<file path="src/rtl/lzc_iter.sv">
// Iterative leading-zero/leading-one counter scanning CHUNK bits per cycle from the MSB.
// Optional feature macro LZC_NORM_EN adds the Norm output (In << Count).
module lzc_iter #(
  parameter int WIDTH = 64,
  parameter int CHUNK = 8,
  localparam int CW = $clog2(WIDTH + 1)
) (
  input  logic             clk,
  input  logic             reset_n,
  input  logic             InValid,
  output logic             InReady,
  input  logic [WIDTH-1:0] In,
  input  logic             Mode,
  output logic             OutValid,
  input  logic             OutReady,
  output logic [CW-1:0]    Count,
  output logic             AllZero
`ifdef LZC_NORM_EN
  ,
  output logic [WIDTH-1:0] Norm
`endif
);

  localparam int NCHUNK = (WIDTH + CHUNK - 1) / CHUNK;
  localparam int PW     = NCHUNK * CHUNK;
  localparam logic [CW-1:0] LAST_ACC = CW'((NCHUNK - 1) * CHUNK);
  localparam logic [CW-1:0] CHUNK_C  = CW'(CHUNK);
  localparam logic [CW-1:0] WIDTH_C  = CW'(WIDTH);

  typedef enum logic [1:0] {IDLE, SCAN, DONE} state_t;

  state_t          state;
  logic [PW-1:0]   sr;
  logic [CW-1:0]   acc;
  logic [CHUNK-1:0] top;
  logic [CW-1:0]   top_lz;
  logic            top_zero;
  logic            finish;
  logic [CW-1:0]   acc_next;
`ifdef LZC_NORM_EN
  logic [WIDTH-1:0] in_reg;
`endif

  // LSB padding with ones guarantees a terminating bit and caps the count at WIDTH.
  function automatic logic [PW-1:0] pad_load(input logic [WIDTH-1:0] v);
    logic [PW-1:0] r;
    r = '1;
    r[PW-1 -: WIDTH] = v;
    return r;
  endfunction

  always_comb begin
    top    = sr[PW-1 -: CHUNK];
    top_lz = CHUNK_C;
    for (int i = 0; i < CHUNK; i++) begin
      if (top[i]) top_lz = CW'(CHUNK - 1 - i);
    end
    top_zero = ~|top;
    // Without padding an all-zero vector reaches the last chunk still empty.
    finish   = !top_zero || (acc == LAST_ACC);
    acc_next = acc + top_lz;
  end

  assign InReady = (state == IDLE);

  always_ff @(posedge clk or negedge reset_n) begin
    if (!reset_n) begin
      state    <= IDLE;
      OutValid <= 1'b0;
      Count    <= '0;
      AllZero  <= 1'b0;
      sr       <= '0;
      acc      <= '0;
`ifdef LZC_NORM_EN
      Norm     <= '0;
      in_reg   <= '0;
`endif
    end else begin
      case (state)
        IDLE: begin
          if (InValid) begin
            sr    <= pad_load(In ^ {WIDTH{Mode}});
            acc   <= '0;
`ifdef LZC_NORM_EN
            in_reg <= In;
`endif
            state <= SCAN;
          end
        end
        SCAN: begin
          acc <= acc_next;
          if (finish) begin
            Count    <= acc_next;
            AllZero  <= (acc_next == WIDTH_C);
`ifdef LZC_NORM_EN
            Norm     <= in_reg << acc_next;
`endif
            OutValid <= 1'b1;
            state    <= DONE;
          end else begin
            sr <= sr << CHUNK;
          end
        end
        DONE: begin
          if (OutReady) begin
            OutValid <= 1'b0;
            state    <= IDLE;
          end
        end
        default: state <= IDLE;
      endcase
    end
  end

endmodule
</file>
<file path="config.mk">
export PLATFORM = sky130hd
export DESIGN_NAME = lzc_iter
export DESIGN_NICKNAME = d
export VERILOG_FILES = /design/src/rtl/lzc_iter.sv
export SDC_FILE = /design/constraint.sdc
export NUM_CORES = 1
export LEC_CHECK = 0
export ABC_AREA = 0
export BUFFER_PORTS_ARGS = -buffer_cell sky130_fd_sc_hd__buf_2
export CELL_PAD_IN_SITES_DETAIL_PLACEMENT = 1
export CELL_PAD_IN_SITES_GLOBAL_PLACEMENT = 1
export CORE_AREA = 2 2 103 105
export DETAILED_ROUTE_END_ITERATION = 7
export DIE_AREA = 0 0 105 107
export PLACE_DENSITY_LB_ADDON = 0.1
export SYNTH_ARGS = -nofsm -noshare
export SYNTH_HDL_FRONTEND = slang
export SYNTH_SLANG_ARGS = --single-unit
</file>
<file path="constraint.sdc">
create_clock -name clk -period 6.19 [get_ports clk]
set_input_delay 0.619 -clock clk [delete_from_list [all_inputs] [get_ports clk]]
set_output_delay 0.619 -clock clk [all_outputs]
set_load 0.01 [all_outputs]
</file>
# --- Yosys cells after proc, flatten, opt, wreduce, memory -nomap -nowiden ---
# Cells that the tools add are included.
totals:
  out_inout_bits: 10
  elab_cells: 46
  reg_bits: 82
  inputBits: 69
op_classes:
  reduce_logical: 10
  addsub: 1
  n_eq_ne: 8
  n_bitwise: 1
  n_mux: 20
op_table:
  columns: ["cell", "count"]
  rows:
  - ["64-bit two-way mux", 2]
  - ["64-bit case mux with 2 select lines", 1]
  - ["64-bit bitwise XOR", 1]
  - ["7-bit two-way mux", 5]
  - ["4-bit two-way mux", 4]
  - ["7-bit case mux with 2 select lines", 1]
  - ["3-bit AND reduction", 3]
  - ["2-bit != test, second input constant", 4]
  - ["8-bit OR reduction", 1]
  - ["7-bit adder", 1]
  - ["7-bit by 6-bit == test with 1-bit output, second input constant", 1]
  - ["7-bit == test, second input constant", 1]
  - ["2-bit two-way mux", 3]
  - ["2-bit case mux with 3 select lines", 1]
  - ["2-bit AND reduction", 2]
  - ["2-bit nonzero test", 2]
  - ["2-bit by 1-bit == test with 1-bit output, second input constant", 1]
  - ["2-bit == test, second input constant", 1]
  - ["2-bit zero test", 1]
  - ["1-bit two-way mux", 2]
  - ["1-bit case mux with 2 select lines", 1]
  - ["1-bit logical OR", 1]

# --- Logic depth before layout (Yosys ltp) ---
logic_depth:
  depth_word: 10
  ltp_mapped: 13
  ltp_nobuf: 13

# --- Worst setup path before layout ---
# No wires, ideal clock.
synth_timing:
  kind: "reg-to-reg"
  from: "reg sr[61]"
  to: "reg AllZero"
  path_stages_with_launch: 9
  setup_slack_ns: 3.601
  synth_period_minus_slack_ns: 2.589
  setup_ns: 0.067
  arrival_ns: 2.522
  t_required_ns: 6.123
  path_buffers: 0
  cell_sequence: "dfrtp_1 > or4_4 > nor2_1 > ha_1 > a211oi_1 > a21oi_1 > or3b_2 > a211oi_1 > a32o_1"
synth_via:
  elab_chain_cells: 5
  word_cells_on_any_way: 8
synth_rtl:
  columns: ["item", "line_no", "text"]
  rows:
  - ["from (decl)", "33", "logic [PW-1:0] sr;"]
  - ["from (signal assigned)", "82", "sr <= pad_load(In ^ {WIDTH{Mode}});"]
  - ["from (signal assigned)", "101", "sr <= sr << CHUNK;"]
  - ["7-bit two-way mux (3 in a row)", "56", "if (top[i]) top_lz = CW'(CHUNK - 1 - i);"]
  - ["7-bit adder", "61", "acc_next = acc + top_lz;"]
  - ["7-bit == test", "94", "AllZero <= (acc_next == WIDTH_C);"]
  - ["to (signal assigned)", "94", null]
  - ["to (decl)", "17", "output logic AllZero"]
# Parallel ways exist; a longest one is shown, timed or not.
# A chain may end at the register's enable or synchronous reset.

# --- Final worst setup path ---
# Same ends and word-level chain as after synthesis.

==> impl_metrics.tcl <==
set metrics [dict create \
    outcome "finished, final reports clean" \
    r2r_cells 8 \
    place_congestion 0.781 \
    grt_pass1_vias 3752 \
    met3_usage_pct 3.89 \
    rsz0062_at_grt "no" \
    dpl_cell_area_sq_um 4850 \
    cpMostUsedCell "a211oi_1" \
    final_cell_count_no_fill 705 \
    reg2reg_from "sr[61]" \
    critPathKind "flip-flop to flip-flop" \
    via_per_inst 5.10 \
    period_share_pct 46.0 \
    drt-initial-drc-count 174 \
    clock.fmax_ghz 0.351 \
    diodes 0 \
    io_buffers 78 \
    cts_hold_buf 0 \
    track_usage_pct 20.0 \
    syn_area_per_cell_sq_um 8.68 \
    leakagePower_nw 2.30 \
    synth-xor-area-share_pct 13.6 \
    num-nets-final 639 \
    io_pins 79 \
    synthMuxAreaShare_pct 0.508 \
    clkTransAtPathRegs_ns 0.08 \
    core_sq_um 10100 \
    syn_area_sq_um 4440 \
    synth_area_leaders "dfrtp_1 46%, xnor2_1 12%, o21ai_0 7.4%, a21oi_1 7.1%, nand2_1 6.2%" \
    numCtsBuffers 9 \
    min_path_type "input port to async pin" \
    path_cells "or4_4, nor2_1, ha_1, a211oi_1, a21oi_1, or3b_2, a211oi_1, a32o_1" \
    ys_ff_latch 82 \
    fin_area_sq_um 5070 \
    clock_path_buffers 2 \
    cp.arrival_ns 3.15 \
    grt_max_degree 122 \
    dieWidth_um 105 \
    vias 3598 \
    drc 0 \
    tightestPinTransition_ns 1.13 \
    dieArea_sq_um 11200 \
    firstDrtPassIters 4 \
    cts_resized 0 \
    synth_fp_nets 585 \
    finalSetupTns_ns 0 \
    yosys.area_share.simple_pct 14.2 \
    synthAdderAreaFrac_pct 1.58 \
    synthCells 511 \
    postCtsSetupBuffers 0 \
    period_minus_slack_ns 2.85 \
    wire_per_inst_um 15.0 \
    worst_hold_slack_ns 0.429 \
    die_h_um 107 \
    cpPeakStageDelay_ns 0.57 \
    routed_wl_um 10600 \
    drv_slew 0 \
    grt-busiest-layer "met2" \
    setup_viol 0 \
    yosys_warnings 0 \
    cts_tree "done" \
    fin_ws_ns 3.34 \
    timing.rr.end "AllZero" \
    hpwl_um 7040 \
    final_hold_viol_count 0 \
    root_buffer "clkbuf_8" \
    power_density_nw_per_um2 426 \
    num_rows 37 \
    dpl.cell_count 690 \
    r2r_slack_ns 3.34 \
    cp_slowest_cell "or4_4" \
    initial_core_util_pct 44.0 \
    synth_top_family_by_area "compound AO/OA/AOI/OAI gates" \
    grtUsageMet2_pct 32.2 \
    start_kind "flip-flop" \
    synth.distinct_cells 35 \
    drv_cap 0 \
    ant_nets 0 \
    grt_pass1_wl_um 18000 \
    power_mw 2.16 \
    synth_top_area_share_pct 46.2 \
    pre_cts_slack_ns 3.42 \
    grt_use_met1_pct 27.4 \
    worst_clock_skew_ns 0.00866 \
    antenna_found_initial 0 \
    clock_latency_ns 0.36 \
    timing.slew.headroom_pct 24.8 \
    ir_drop_v 0.000144 \
    critPathCaptureType "flip-flop" \
    area_growth_pct 14.2 \
    synth-compound-area-share_pct 19.0 \
    crit_fanout 5 \
    cts_htree_levels 3 \
    fin_util_pct 50.2 \
    critPathBufInv 0 \
    ys_seq_area_share_pct 46.2 \
    clkSinkCount 82 \
    layout-drive-gt1-share_pct 17.6 \
    required_ns 6.49 \
    crit_family "simple AND/OR/NAND/NOR gates" \
    overflow 0 \
    yosysTopAreaCell "dfrtp_1" \
]
==> metal layers <==
| metal | vias up | routed length (um) | part of all wire, % |
|---|---|---|---|
| met2 | 57 | 5030 | 47 |
| met3 | 12 | 342 | 3.2 |
| met1 | 1724 | 5070 | 48 |
| met4 | 0 | 149 | 1.4 |
| li1 | 1805 | - | - |
| met5 | - | 0 | 0 |
==> sequential cells by signal, indices dropped and copies added (netlist names) <==
| register | flops |
|---|---|
| sr | 64 |
| Count | 7 |
| acc | 7 |
| state | 2 |
| AllZero | 1 |
| OutValid | 1 |
==> where the power goes <==
part | internal, mW | switching (mW)
registers | 0.759 | 0.150
clock network | 0.248 | 0.196
logic | 0.309 | 0.494
==> cell usage after synthesis (all sizes together) <==
| cell type | instances |
|---|---|
| or3b | 1 |
| ha | 4 |
| o21bai | 2 |
| nor4 | 2 |
| nor3 | 1 |
| nand3 | 1 |
| nand2b | 1 |
| nor2 | 66 |
| a32o | 1 |
| nand4 | 2 |
| a31oi | 1 |
| buf | 18 |
| nand2 | 73 |
| a211oi | 2 |
| dfrtp | 82 |
| o31ai | 2 |
| o22ai | 3 |
| a21oi | 63 |
| clkbuf | 19 |
| or4 | 2 |
| xor2 | 10 |
| o21ai | 69 |
| inv | 8 |
| and2 | 1 |
| fa | 1 |
| xnor2 | 59 |
| a22o | 9 |
| mux2 | 2 |
| nor2b | 3 |
| nand3b | 1 |
| a21o | 2 |
==> cell families after synthesis <==
group,count (synthesis)
compound gates,154
xor+xnor,69
fa+ha+maj,5
buf+inv,45
flops,82
mux,2
simple gates,154
==> area by class of cell <==
type	count	area [sq um]
Multi-Input combinational cell	384	2180
Clock buffer	13	159
Clock inverter	2	60.1
Timing Repair Buffer	80	410
Fill cell	1257	5030
Inverter	8	30.0
Tap cell	136	170
Sequential cell	82	2050
==> cell usage in the layout, fill, tap and decap left out, types with 8 or more instances in the layout <==
master	n
o21ai_0	66
xor2_1	10
dfrtp_1	82
a21oi_1	63
buf_2	76
a22o_1	9
nand2_1	73
inv_1	8
nor2_1	66
clkbuf_8	11
xnor2_1	59
==> worst max-delay path by stage <==
stage,to,depth (start not counted),from,slack [ns]
4_1_cts,AllZero,8,sr[61],3.38
3_3_place_gp,AllZero,8,sr[61],3.51
6_report,AllZero,8,sr[61],3.34
5_1_grt,AllZero,8,sr[61],3.18
3_5_place_dp,AllZero,8,sr[61],3.42
2_1_floorplan,AllZero,8,sr[61],3.60
(Power assumes the default switching activity.)
